<file path="src/rtl/rs_bank_pkg.sv">
// Shared types and helpers for reservation-station banks (rs_bank, LSQ).
// The entry type here is laid out at the default geometry.
package rs_bank_pkg;

  localparam int unsigned RS_NUM_CDB   = 2;
  localparam int unsigned RS_PR_W      = 6;
  localparam int unsigned RS_ROB_W     = 5;
  localparam int unsigned RS_PAYLOAD_W = 128;

  typedef struct packed {
    logic                    busy;
    logic [RS_ROB_W-1:0]     rob_idx;
    logic [RS_PR_W-1:0]      t_idx;
    logic [RS_PR_W-1:0]      t1_idx;
    logic                    t1_ready;
    logic [RS_PR_W-1:0]      t2_idx;
    logic                    t2_ready;
    logic [RS_PAYLOAD_W-1:0] payload;
  } RS_BANK_ENTRY_t;

  localparam RS_BANK_ENTRY_t RS_BANK_ENTRY_RESET = '0;

  // Modulo-2^w distance a - b; callers truncate to their ROB width.
  function automatic int unsigned rob_dist(input int unsigned a, input int unsigned b,
                                           input int unsigned w);
    return (a - b) & ((32'd1 << w) - 32'd1);
  endfunction

endpackage

</file>
<file path="src/rtl/rs_age_select.sv">
// Combinational oldest-candidate picker: smallest age among asserted candidates.
// Ages within a bank are unique, so the result is unambiguous.
module rs_age_select #(
  parameter int unsigned N     = 8,
  parameter int unsigned AGE_W = 5,
  localparam int unsigned IDX_W = (N > 1) ? $clog2(N) : 1
) (
  input  logic [N-1:0]            cand_i,
  input  logic [N-1:0][AGE_W-1:0] age_i,
  output logic [N-1:0]            sel_oh_o,
  output logic [IDX_W-1:0]        sel_idx_o,
  output logic                    hit_o
);

  logic             found;
  logic [AGE_W-1:0] best;

  always_comb begin
    found     = 1'b0;
    best      = '0;
    sel_idx_o = '0;
    sel_oh_o  = '0;
    for (int i = 0; i < int'(N); i++) begin
      if (cand_i[i] && (!found || (age_i[i] < best))) begin
        found     = 1'b1;
        best      = age_i[i];
        sel_idx_o = IDX_W'(i);
      end
    end
    sel_oh_o[sel_idx_o] = found;
    hit_o               = found;
  end

endmodule

</file>
<file path="src/rtl/rs_bank.sv">
// Multi-entry reservation station bank: dispatch into the lowest free slot, CDB wakeup,
// oldest-first issue with valid/ready, and ROB-range squash on rollback.
module rs_bank
  import rs_bank_pkg::*;
#(
  parameter int unsigned NUM_ENTRIES = 8,
  parameter int unsigned NUM_CDB     = RS_NUM_CDB,
  parameter int unsigned NUM_PR      = 64,
  parameter int unsigned NUM_ROB     = 32,
  parameter int unsigned PAYLOAD_W   = 128,
  localparam int unsigned PR_W  = $clog2(NUM_PR),
  localparam int unsigned ROB_W = $clog2(NUM_ROB),
  localparam int unsigned CNT_W = $clog2(NUM_ENTRIES + 1)
) (
  input  logic                    clock_i,
  input  logic                    reset_i,
  input  logic                    en_i,
  input  logic                    dispatch_valid_i,
  output logic                    dispatch_ready_o,
  input  logic [PAYLOAD_W-1:0]    dispatch_payload_i,
  input  logic [ROB_W-1:0]        dispatch_rob_idx_i,
  input  logic [PR_W-1:0]         dispatch_t_idx_i,
  input  logic [PR_W-1:0]         dispatch_t1_idx_i,
  input  logic [PR_W-1:0]         dispatch_t2_idx_i,
  input  logic                    dispatch_t1_ready_i,
  input  logic                    dispatch_t2_ready_i,
  input  logic [NUM_CDB-1:0]      cdb_valid_i,
  input  logic [NUM_CDB*PR_W-1:0] cdb_tag_i,
  input  logic [ROB_W-1:0]        rob_head_idx_i,
  input  logic                    rollback_en_i,
  input  logic [ROB_W-1:0]        rollback_rob_idx_i,
  input  logic [ROB_W-1:0]        rollback_diff_i,
  output logic                    issue_valid_o,
  input  logic                    issue_ready_i,
  output logic [PAYLOAD_W-1:0]    issue_payload_o,
  output logic [ROB_W-1:0]        issue_rob_idx_o,
  output logic [PR_W-1:0]         issue_t_idx_o,
  output logic [PR_W-1:0]         issue_t1_idx_o,
  output logic [PR_W-1:0]         issue_t2_idx_o,
  output logic [CNT_W-1:0]        free_count_o
);

  localparam int unsigned IDX_W = (NUM_ENTRIES > 1) ? $clog2(NUM_ENTRIES) : 1;

  typedef struct packed {
    logic                 busy;
    logic [ROB_W-1:0]     rob_idx;
    logic [PR_W-1:0]      t_idx;
    logic [PR_W-1:0]      t1_idx;
    logic                 t1_ready;
    logic [PR_W-1:0]      t2_idx;
    logic                 t2_ready;
    logic [PAYLOAD_W-1:0] payload;
  } entry_t;

  entry_t [NUM_ENTRIES-1:0] ent_q, ent_d;
  logic [CNT_W-1:0]         free_cnt_q, free_cnt_d;

  logic [NUM_ENTRIES-1:0]            t1_eff, t2_eff, squash, cand, sel_oh;
  logic [NUM_ENTRIES-1:0][ROB_W-1:0] age;
  logic [IDX_W-1:0]                  sel_idx, free_idx;
  logic                              sel_hit, free_found;
  logic                              dispatch_fire, issue_fire;
  logic                              disp_t1_hit, disp_t2_hit;
  logic [ROB_W-1:0]                  sq_dist;
  logic [CNT_W-1:0]                  n_squash;
  entry_t                            sel_ent;

  function automatic logic cdb_hit(input logic [NUM_CDB-1:0] v,
                                   input logic [NUM_CDB*PR_W-1:0] tags,
                                   input logic [PR_W-1:0] tag);
    logic h;
    h = 1'b0;
    for (int b = 0; b < int'(NUM_CDB); b++) begin
      if (v[b] && (tags[b*PR_W +: PR_W] == tag)) h = 1'b1;
    end
    return h;
  endfunction

  // Wakeup, squash window and age per entry.
  always_comb begin
    t1_eff   = '0;
    t2_eff   = '0;
    squash   = '0;
    cand     = '0;
    age      = '0;
    sq_dist  = '0;
    n_squash = '0;
    for (int i = 0; i < int'(NUM_ENTRIES); i++) begin
      t1_eff[i] = ent_q[i].t1_ready | cdb_hit(cdb_valid_i, cdb_tag_i, ent_q[i].t1_idx);
      t2_eff[i] = ent_q[i].t2_ready | cdb_hit(cdb_valid_i, cdb_tag_i, ent_q[i].t2_idx);
      sq_dist   = ROB_W'(rob_dist(32'(ent_q[i].rob_idx), 32'(rollback_rob_idx_i), ROB_W));
      squash[i] = rollback_en_i && ent_q[i].busy && (sq_dist != '0) &&
                  (sq_dist <= rollback_diff_i);
      cand[i]   = ent_q[i].busy && t1_eff[i] && t2_eff[i] && !squash[i];
      age[i]    = ROB_W'(rob_dist(32'(ent_q[i].rob_idx), 32'(rob_head_idx_i), ROB_W));
      n_squash  = n_squash + CNT_W'(squash[i]);
    end
  end

  rs_age_select #(
    .N     (NUM_ENTRIES),
    .AGE_W (ROB_W)
  ) u_age_select (
    .cand_i    (cand),
    .age_i     (age),
    .sel_oh_o  (sel_oh),
    .sel_idx_o (sel_idx),
    .hit_o     (sel_hit)
  );

  // Lowest-index free slot.
  always_comb begin
    free_found = 1'b0;
    free_idx   = '0;
    for (int i = 0; i < int'(NUM_ENTRIES); i++) begin
      if (!ent_q[i].busy && !free_found) begin
        free_found = 1'b1;
        free_idx   = IDX_W'(i);
      end
    end
  end

  always_comb begin
    sel_ent          = ent_q[sel_idx];
    issue_valid_o    = en_i && sel_hit;
    issue_payload_o  = issue_valid_o ? sel_ent.payload : '0;
    issue_rob_idx_o  = issue_valid_o ? sel_ent.rob_idx : '0;
    issue_t_idx_o    = issue_valid_o ? sel_ent.t_idx   : '0;
    issue_t1_idx_o   = issue_valid_o ? sel_ent.t1_idx  : '0;
    issue_t2_idx_o   = issue_valid_o ? sel_ent.t2_idx  : '0;
    dispatch_ready_o = en_i && !rollback_en_i && (free_cnt_q != '0);
    free_count_o     = free_cnt_q;
    issue_fire       = issue_valid_o && issue_ready_i;
    dispatch_fire    = dispatch_valid_i && dispatch_ready_o && free_found;
    disp_t1_hit      = cdb_hit(cdb_valid_i, cdb_tag_i, dispatch_t1_idx_i);
    disp_t2_hit      = cdb_hit(cdb_valid_i, cdb_tag_i, dispatch_t2_idx_i);
  end

  always_comb begin
    ent_d      = ent_q;
    free_cnt_d = free_cnt_q;
    if (en_i) begin
      for (int i = 0; i < int'(NUM_ENTRIES); i++) begin
        if (ent_q[i].busy) begin
          ent_d[i].t1_ready = t1_eff[i];
          ent_d[i].t2_ready = t2_eff[i];
          if (squash[i] || (issue_fire && sel_oh[i])) ent_d[i] = '0;
        end
      end
      if (dispatch_fire) begin
        ent_d[free_idx].busy     = 1'b1;
        ent_d[free_idx].rob_idx  = dispatch_rob_idx_i;
        ent_d[free_idx].t_idx    = dispatch_t_idx_i;
        ent_d[free_idx].t1_idx   = dispatch_t1_idx_i;
        ent_d[free_idx].t1_ready = dispatch_t1_ready_i | disp_t1_hit;
        ent_d[free_idx].t2_idx   = dispatch_t2_idx_i;
        ent_d[free_idx].t2_ready = dispatch_t2_ready_i | disp_t2_hit;
        ent_d[free_idx].payload  = dispatch_payload_i;
      end
      free_cnt_d = free_cnt_q - CNT_W'(dispatch_fire) + CNT_W'(issue_fire) + n_squash;
    end
  end

  always_ff @(posedge clock_i or posedge reset_i) begin
    if (reset_i) begin
      ent_q      <= '0;
      free_cnt_q <= CNT_W'(NUM_ENTRIES);
    end else begin
      ent_q      <= ent_d;
      free_cnt_q <= free_cnt_d;
    end
  end

endmodule

</file>
<file path="config.mk">
export PLATFORM = sky130hd
export DESIGN_NAME = rs_bank
export DESIGN_NICKNAME = d
export VERILOG_FILES = /design/src/rtl/rs_bank_pkg.sv /design/src/rtl/rs_age_select.sv /design/src/rtl/rs_bank.sv
export SDC_FILE = /design/constraint.sdc
export NUM_CORES = 2
export LEC_CHECK = 0
export CORE_ASPECT_RATIO = 1.4
export CORE_MARGIN = 2
export CORE_UTILIZATION = 50
export CTS_BUF_LIST = sky130_fd_sc_hd__clkbuf_4
export DETAILED_ROUTE_END_ITERATION = 10
export PLACE_DENSITY = 0.78
export RECOVER_POWER = 100
export SETUP_SLACK_MARGIN = 0.2
export SYNTH_ARGS = -nofsm -noshare
export SYNTH_HDL_FRONTEND = slang
export SYNTH_SLANG_ARGS = --single-unit
</file>
<file path="constraint.sdc">
create_clock -name clock_i -period 63 [get_ports clock_i]
set_input_delay 12.6 -clock clock_i [delete_from_list [all_inputs] [get_ports clock_i]]
set_output_delay 12.6 -clock clock_i [all_outputs]
set_load 0.01 [all_outputs]
</file>
Word level (Yosys, flattened, before mapping)
Cells that the tools add are included.

word-level totals
  bits in registers = 1236
  word-level logic and storage cells = 463
  input bits = 188
  output and inout bits = 157

operators by class
  multiplexer cells = 131
  eq/ne operators = 36
  order comparisons = 19
  bitwise operators = 19
  reductions and logical operators = 167
  add/sub/neg operators = 26

operators by type and width
  kind               count
  $bwmux 1232        8
  $mux 154           25
  $demux 154 s3      8
  $mux 1232          1
  $bmux 154 s3       1
  $mux 153           2
  $mux 128           2
  $eq 6x6->1         36
  $mux 148           1
  $mux 142           1
  $mux 136           1
  $mux 135           1
  $mux 129           1
  $logic_and 1x1->1  114
  $sub 5x5->5        16
  $mux 1             55
  $le 5x5->1         8
  $mux 5             8
  $reduce_bool 5->1  8
  $lt 5x5->1         7
  $mux 3             10
  $logic_not 1->1    29
  $add 4x1->4        5
  $mux 6             3
  other kinds (13)   47

Logic depth before layout (Yosys ltp)
  word-level depth = 56
  depth in mapped cells = 87
  mapped depth without buffers = 78

Modules after synthesis
From an unflattened synthesis, not the netlist that was laid out.

second synthesis, totals
  cell total of the unflattened synthesis = 6250
  area, all modules = 65649.2 µm²

modules (own cells, without submodules)
  module         times used  cells each  area an instance (µm²)  sequential area each (µm²)
  rs_bank        1           6028        63948.8                 30930.9
  rs_age_select  1           222         1700.4                  0.0

Worst setup path before layout
No wires, ideal clock.

  path kind = input-to-output
  from = in rollback_rob_idx_i[1]
  to = out issue_t_idx_o[3]
  cell stages on the path = 79
  path slack = 21156 ps
  required time = 50400 ps
  arrival = 29244 ps
  path buffers = 7
  cells stage by stage = inv_1 fa_1 a21o_1 a21oi_2 xnor2_1 ha_1 a21oi_1 o221ai_1 a211oi_1 o41ai_4 and4_1 buf_4 clkbuf_1 nand2_1 ha_1 a21o_1 a21o_1 a211o_1 [... 43 more ...] o2bb2ai_1 clkbuf_1 clkbuf_1 nor2_1 a21o_1 ha_1 a21o_1 a21o_1 a21oi_1 a21oi_1 a311oi_1 o221ai_1 and2_0 nand2_1 buf_2 clkbuf_1 o22ai_1 a2111oi_0

on the way
  longest elaborated chain between the ends = 38
  elaborated cells between the ends (all ways) = 110
  those cells by class = add/sub: 8; order compare: 15; mux: 25; reduce/logical: 62

RTL lines
  item                                                  line            RTL
  from (decl)                                           rs_bank.sv:31   input logic [ROB_W-1:0] rollback_rob_idx_i,
  branches (longest 37 deep; another with $sub 5x5->5)  -
  $mux 6 (*)                                            rs_bank.sv:129  issue_t_idx_o = issue_valid_o ? sel_ent.t_idx : '0;
  to (decl)                                             rs_bank.sv:37   output logic [PR_W-1:0] issue_t_idx_o,

Every way passes the cells marked *. The select of a mux whose other input is x is not followed.

Final worst setup path
  from = in rollback_rob_idx_i[0]
  to = out issue_rob_idx_o[0]

on the way
  longest elaborated chain between the ends = 38
  elaborated cells between the ends (all ways) = 110
  those cells by class = add/sub: 8; order compare: 15; mux: 25; reduce/logical: 62

RTL lines
  item                                                  line            RTL
  branches (longest 37 deep; another with $sub 5x5->5)  -
  $mux 5 (*)                                            rs_bank.sv:128  issue_rob_idx_o = issue_valid_o ? sel_ent.rob_idx : '0;
  to (decl)                                             rs_bank.sv:36   output logic [ROB_W-1:0] issue_rob_idx_o,

Marks and branches as above.

==> results.yml <==
die:
  die-area_um2: 135000
  chipWidth_um: 311
  rows: 157
  fp.dieH_um: 434
  start_util_pct: 50.5
  ios: 345
  core_area_um2: 131000
sta:
  setup_tns_ps: 0
  maxSlewHeadroom_pct: -630
  finalMaxSlewViolations: 2798
  skew_ps: 107
  min_period_ps: 53070
  finalCritPeriodShare_pct: 84.2
  hold_viol: 0
  rsz0062_at_grt: "false"
  clock.fmax_mhz: 18.8
  setup_viol: 0
  worstMarginPinSlew_ps: 10950
  setup_slack_ps: 9930
placement:
  io_buffers: 344
  dp.final_hpwl_um: 137000
  placed_cell_area_um2: 69900
  gp_congestion: 0.965
  pre_cts_ws_ps: 15600
  placed_cells: 9088
power:
  cellPowerDensity_nw_per_um2: 35.7
  p_total_mw: 2.60
  vdd_drop_max_mv: 0.0254
  p_leak_nw: 32.9
run_status:
  status: "complete, but fails checks"
  violations: "max-capacitance violations, max-slew violations"
synth:
  muxShareOfSynthArea_pct: 4.84
  syn-instance-count: 7627
  yosys.area_share.adder_pct: 3.35
  synth_seq_cells: 1236
  yosysTopAreaCell: "dfrtp_1"
  synth.top_cell.area_share_pct: 46.7
  seq_area_frac_synth_pct: 46.8
  postSynth.asyncResetShare_pct: 100
  synthTopCellsByArea: "dfrtp_1 (47%), nand2_1 (11%), a21oi_1 (6.2%), o21ai_0 (3.7%), nor2_1 (3.0%)"
  synth_area_per_cell_um2: 8.67
  synth-compound-area-share_pct: 18.8
  yosysWarnings: 0
  syn_area_um2: 66100
  synth_top_family_by_area: "compound AO/OA/AOI/OAI gates"
  yosysMostFrequentCell: "nand2_1"
  synth-xor-area-share_pct: 3.72
  synth_ff_type: "dfrtp_1"
  synth_fp_nets: 7979
  synth-edff-count: 0
  synthSimpleGateAreaFrac_pct: 17.3
  yosysUniqueCellTypes: 90
  ys_top_cells_by_count: "nand2_1 (1883), dfrtp_1 (1235), a21oi_1 (820), nor2_1 (520), clkbuf_1 (503)"
drt:
  drc: 0
  dr_wl_met3_um: 29300
  num_vias: 61500
  avgViaCountPerCell: 6.42
  top_layer: "met5"
  m1WireLength_um: 87500
  drtIter0Drc: 7217
  first_pass_iters: 7
  wl_per_cell_um: 25.5
  wl_met2_um: 112000
  antenna_left: 0
  routed_wl_um: 244000
clock_tree:
  post_cts_resized: 0
  tritoncts: "built"
  clock_latency_ps: 1320
  hold_buffers: 0
  clockBufferDepth: 4
  cts.sinks: 1236
  cts_buffers: 317
  htreeDepth: 5
  cts_root_buf: "clkbuf_4"
  cts.repair_timing.setup_buffer_count: 0
  clkSlewWorstSetupHoldPaths_ps: 70
final_layout:
  nFillCells: 11800
  areaGrowthSynthToFinish_pct: 10.1
  final_layout_size_suffix_gt1_share_pct: 9.35
  nets: 8010
  stdcell_count: 9582
  final_cell_area_um2: 72800
min_path:
  hp-class: "reg2reg"
critical_path:
  required_ps: 50400
  path_max_fanout: 73
  worst_setup_path_start_kind: "input port"
  slowest_delay_ps: 2310
  worstPathArrival_ps: 40470
  critPathMostFrequentCell: "a21o_1"
  criticalPathCategory: "in2out"
  worstSetupEndpointType: "output pin"
  crit_slowest_cell: "clkbuf_1"
global_routing:
  first_global_vias: 62100
  grt_max_degree: 176
  grt_usage_pct: 35.4
  grt_pass1_wl_um: 370000
  grt-ovfl-total: 0
  antenna_found_initial: 39
run:
  maxCapViolCount: 56
worst max-delay path, delay by kind of cell:
family / cells / cell delay [ps]
buffers and inverters: 8 / 8550
XOR/XNOR: 1 / 120
adder cells (fa/ha/maj): 9 / 2830
AO/OA/AOI/OAI: 44 / 11670
multiplexers: 3 / 1250
AND/OR/NAND/NOR: 11 / 3320
registers in the layout (all words and copies together), names as in the netlist:
register      cells
ent_q          1232
free_count_o      4
power breakdown:
part | internal [mW] | leakage (nW) | switching, mW
Clock | 0.324 | 2.10 | 0.332
Combinational | 0.324 | 14.1 | 0.458
Sequential | 1.01 | 16.7 | 0.151
through the flow:
step	hold slack (ps)	util, %
5_1_grt	506	55.6
3_3_place_gp	468	53.4
2_1_floorplan	451	-
3_5_place_dp	476	53.4
6_report	491	55.6
4_1_cts	492	56.0
routing by layer:
layer	vias up	global-route usage [%]
met5	-	0
met4	32	21.3
met3	1056	9.24
met2	4263	56.5
met1	29900	43.4
li1	26300	-
kinds of logic after synthesis:
family                     Yosys count
and+or+nand+nor                   2843
AOI/OAI and AO/OA                 1970
DFF                               1236
buffers and inverters              831
muxes                              302
xor gates and xnor gates           281
adders and majority gates          164
layout make-up:
cell class / instances / area [um^2] / share of cell area, %
Inverter: 78 / 294 / 0.404
Multi-Input combinational cell: 5560 / 31600 / 43.4
Sequential cell: 1236 / 30900 / 42.5
Timing Repair Buffer: 465 / 4250 / 5.84
Clock buffer: 425 / 3190 / 4.38
Tap cell: 1749 / 2190 / 3.00
Antenna cell: 22 / 55.1 / 0.0756
Clock inverter: 47 / 284 / 0.390
worst paths after layout:
kind	end	slack [ps]	depth (start not counted)	from
min	ent_q[1179]	490	1	ent_q[1179]
max reg2reg	ent_q[398]	31030	75	ent_q[148]
min reg2reg	ent_q[1179]	490	1	ent_q[1179]
max	issue_rob_idx_o[0]	9930	76	rollback_rob_idx_i[0]
min in group asynchronous	ent_q[580]	13500	2	reset_i
max in group asynchronous	ent_q[933]	33330	6	reset_i
cells in the final DEF, fill, tap and decap left out, types with 26 or more instances in the layout:
cell type / instances
a21oi_1: 819
dfrtp_1: 1235
xor2_1: 148
nand3_1: 101
clkbuf_1: 43
xnor2_1: 133
nor3_1: 191
nor4_1: 26
clkinv_1: 34
inv_1: 76
buf_4: 73
dlygate4sd3_1: 89
nand4_1: 38
clkbuf_4: 425
o21ai_0: 485
a2111oi_0: 113
mux2_2: 141
nor2_1: 512
a21o_1: 55
nand2_1: 1877
a2111oi_2: 27
mux2i_1: 158
o22ai_1: 144
clkdlybuf4s50_1: 254
a22o_1: 133
ha_1: 142
No activity file was read; power rests on OpenSTA's default activity.
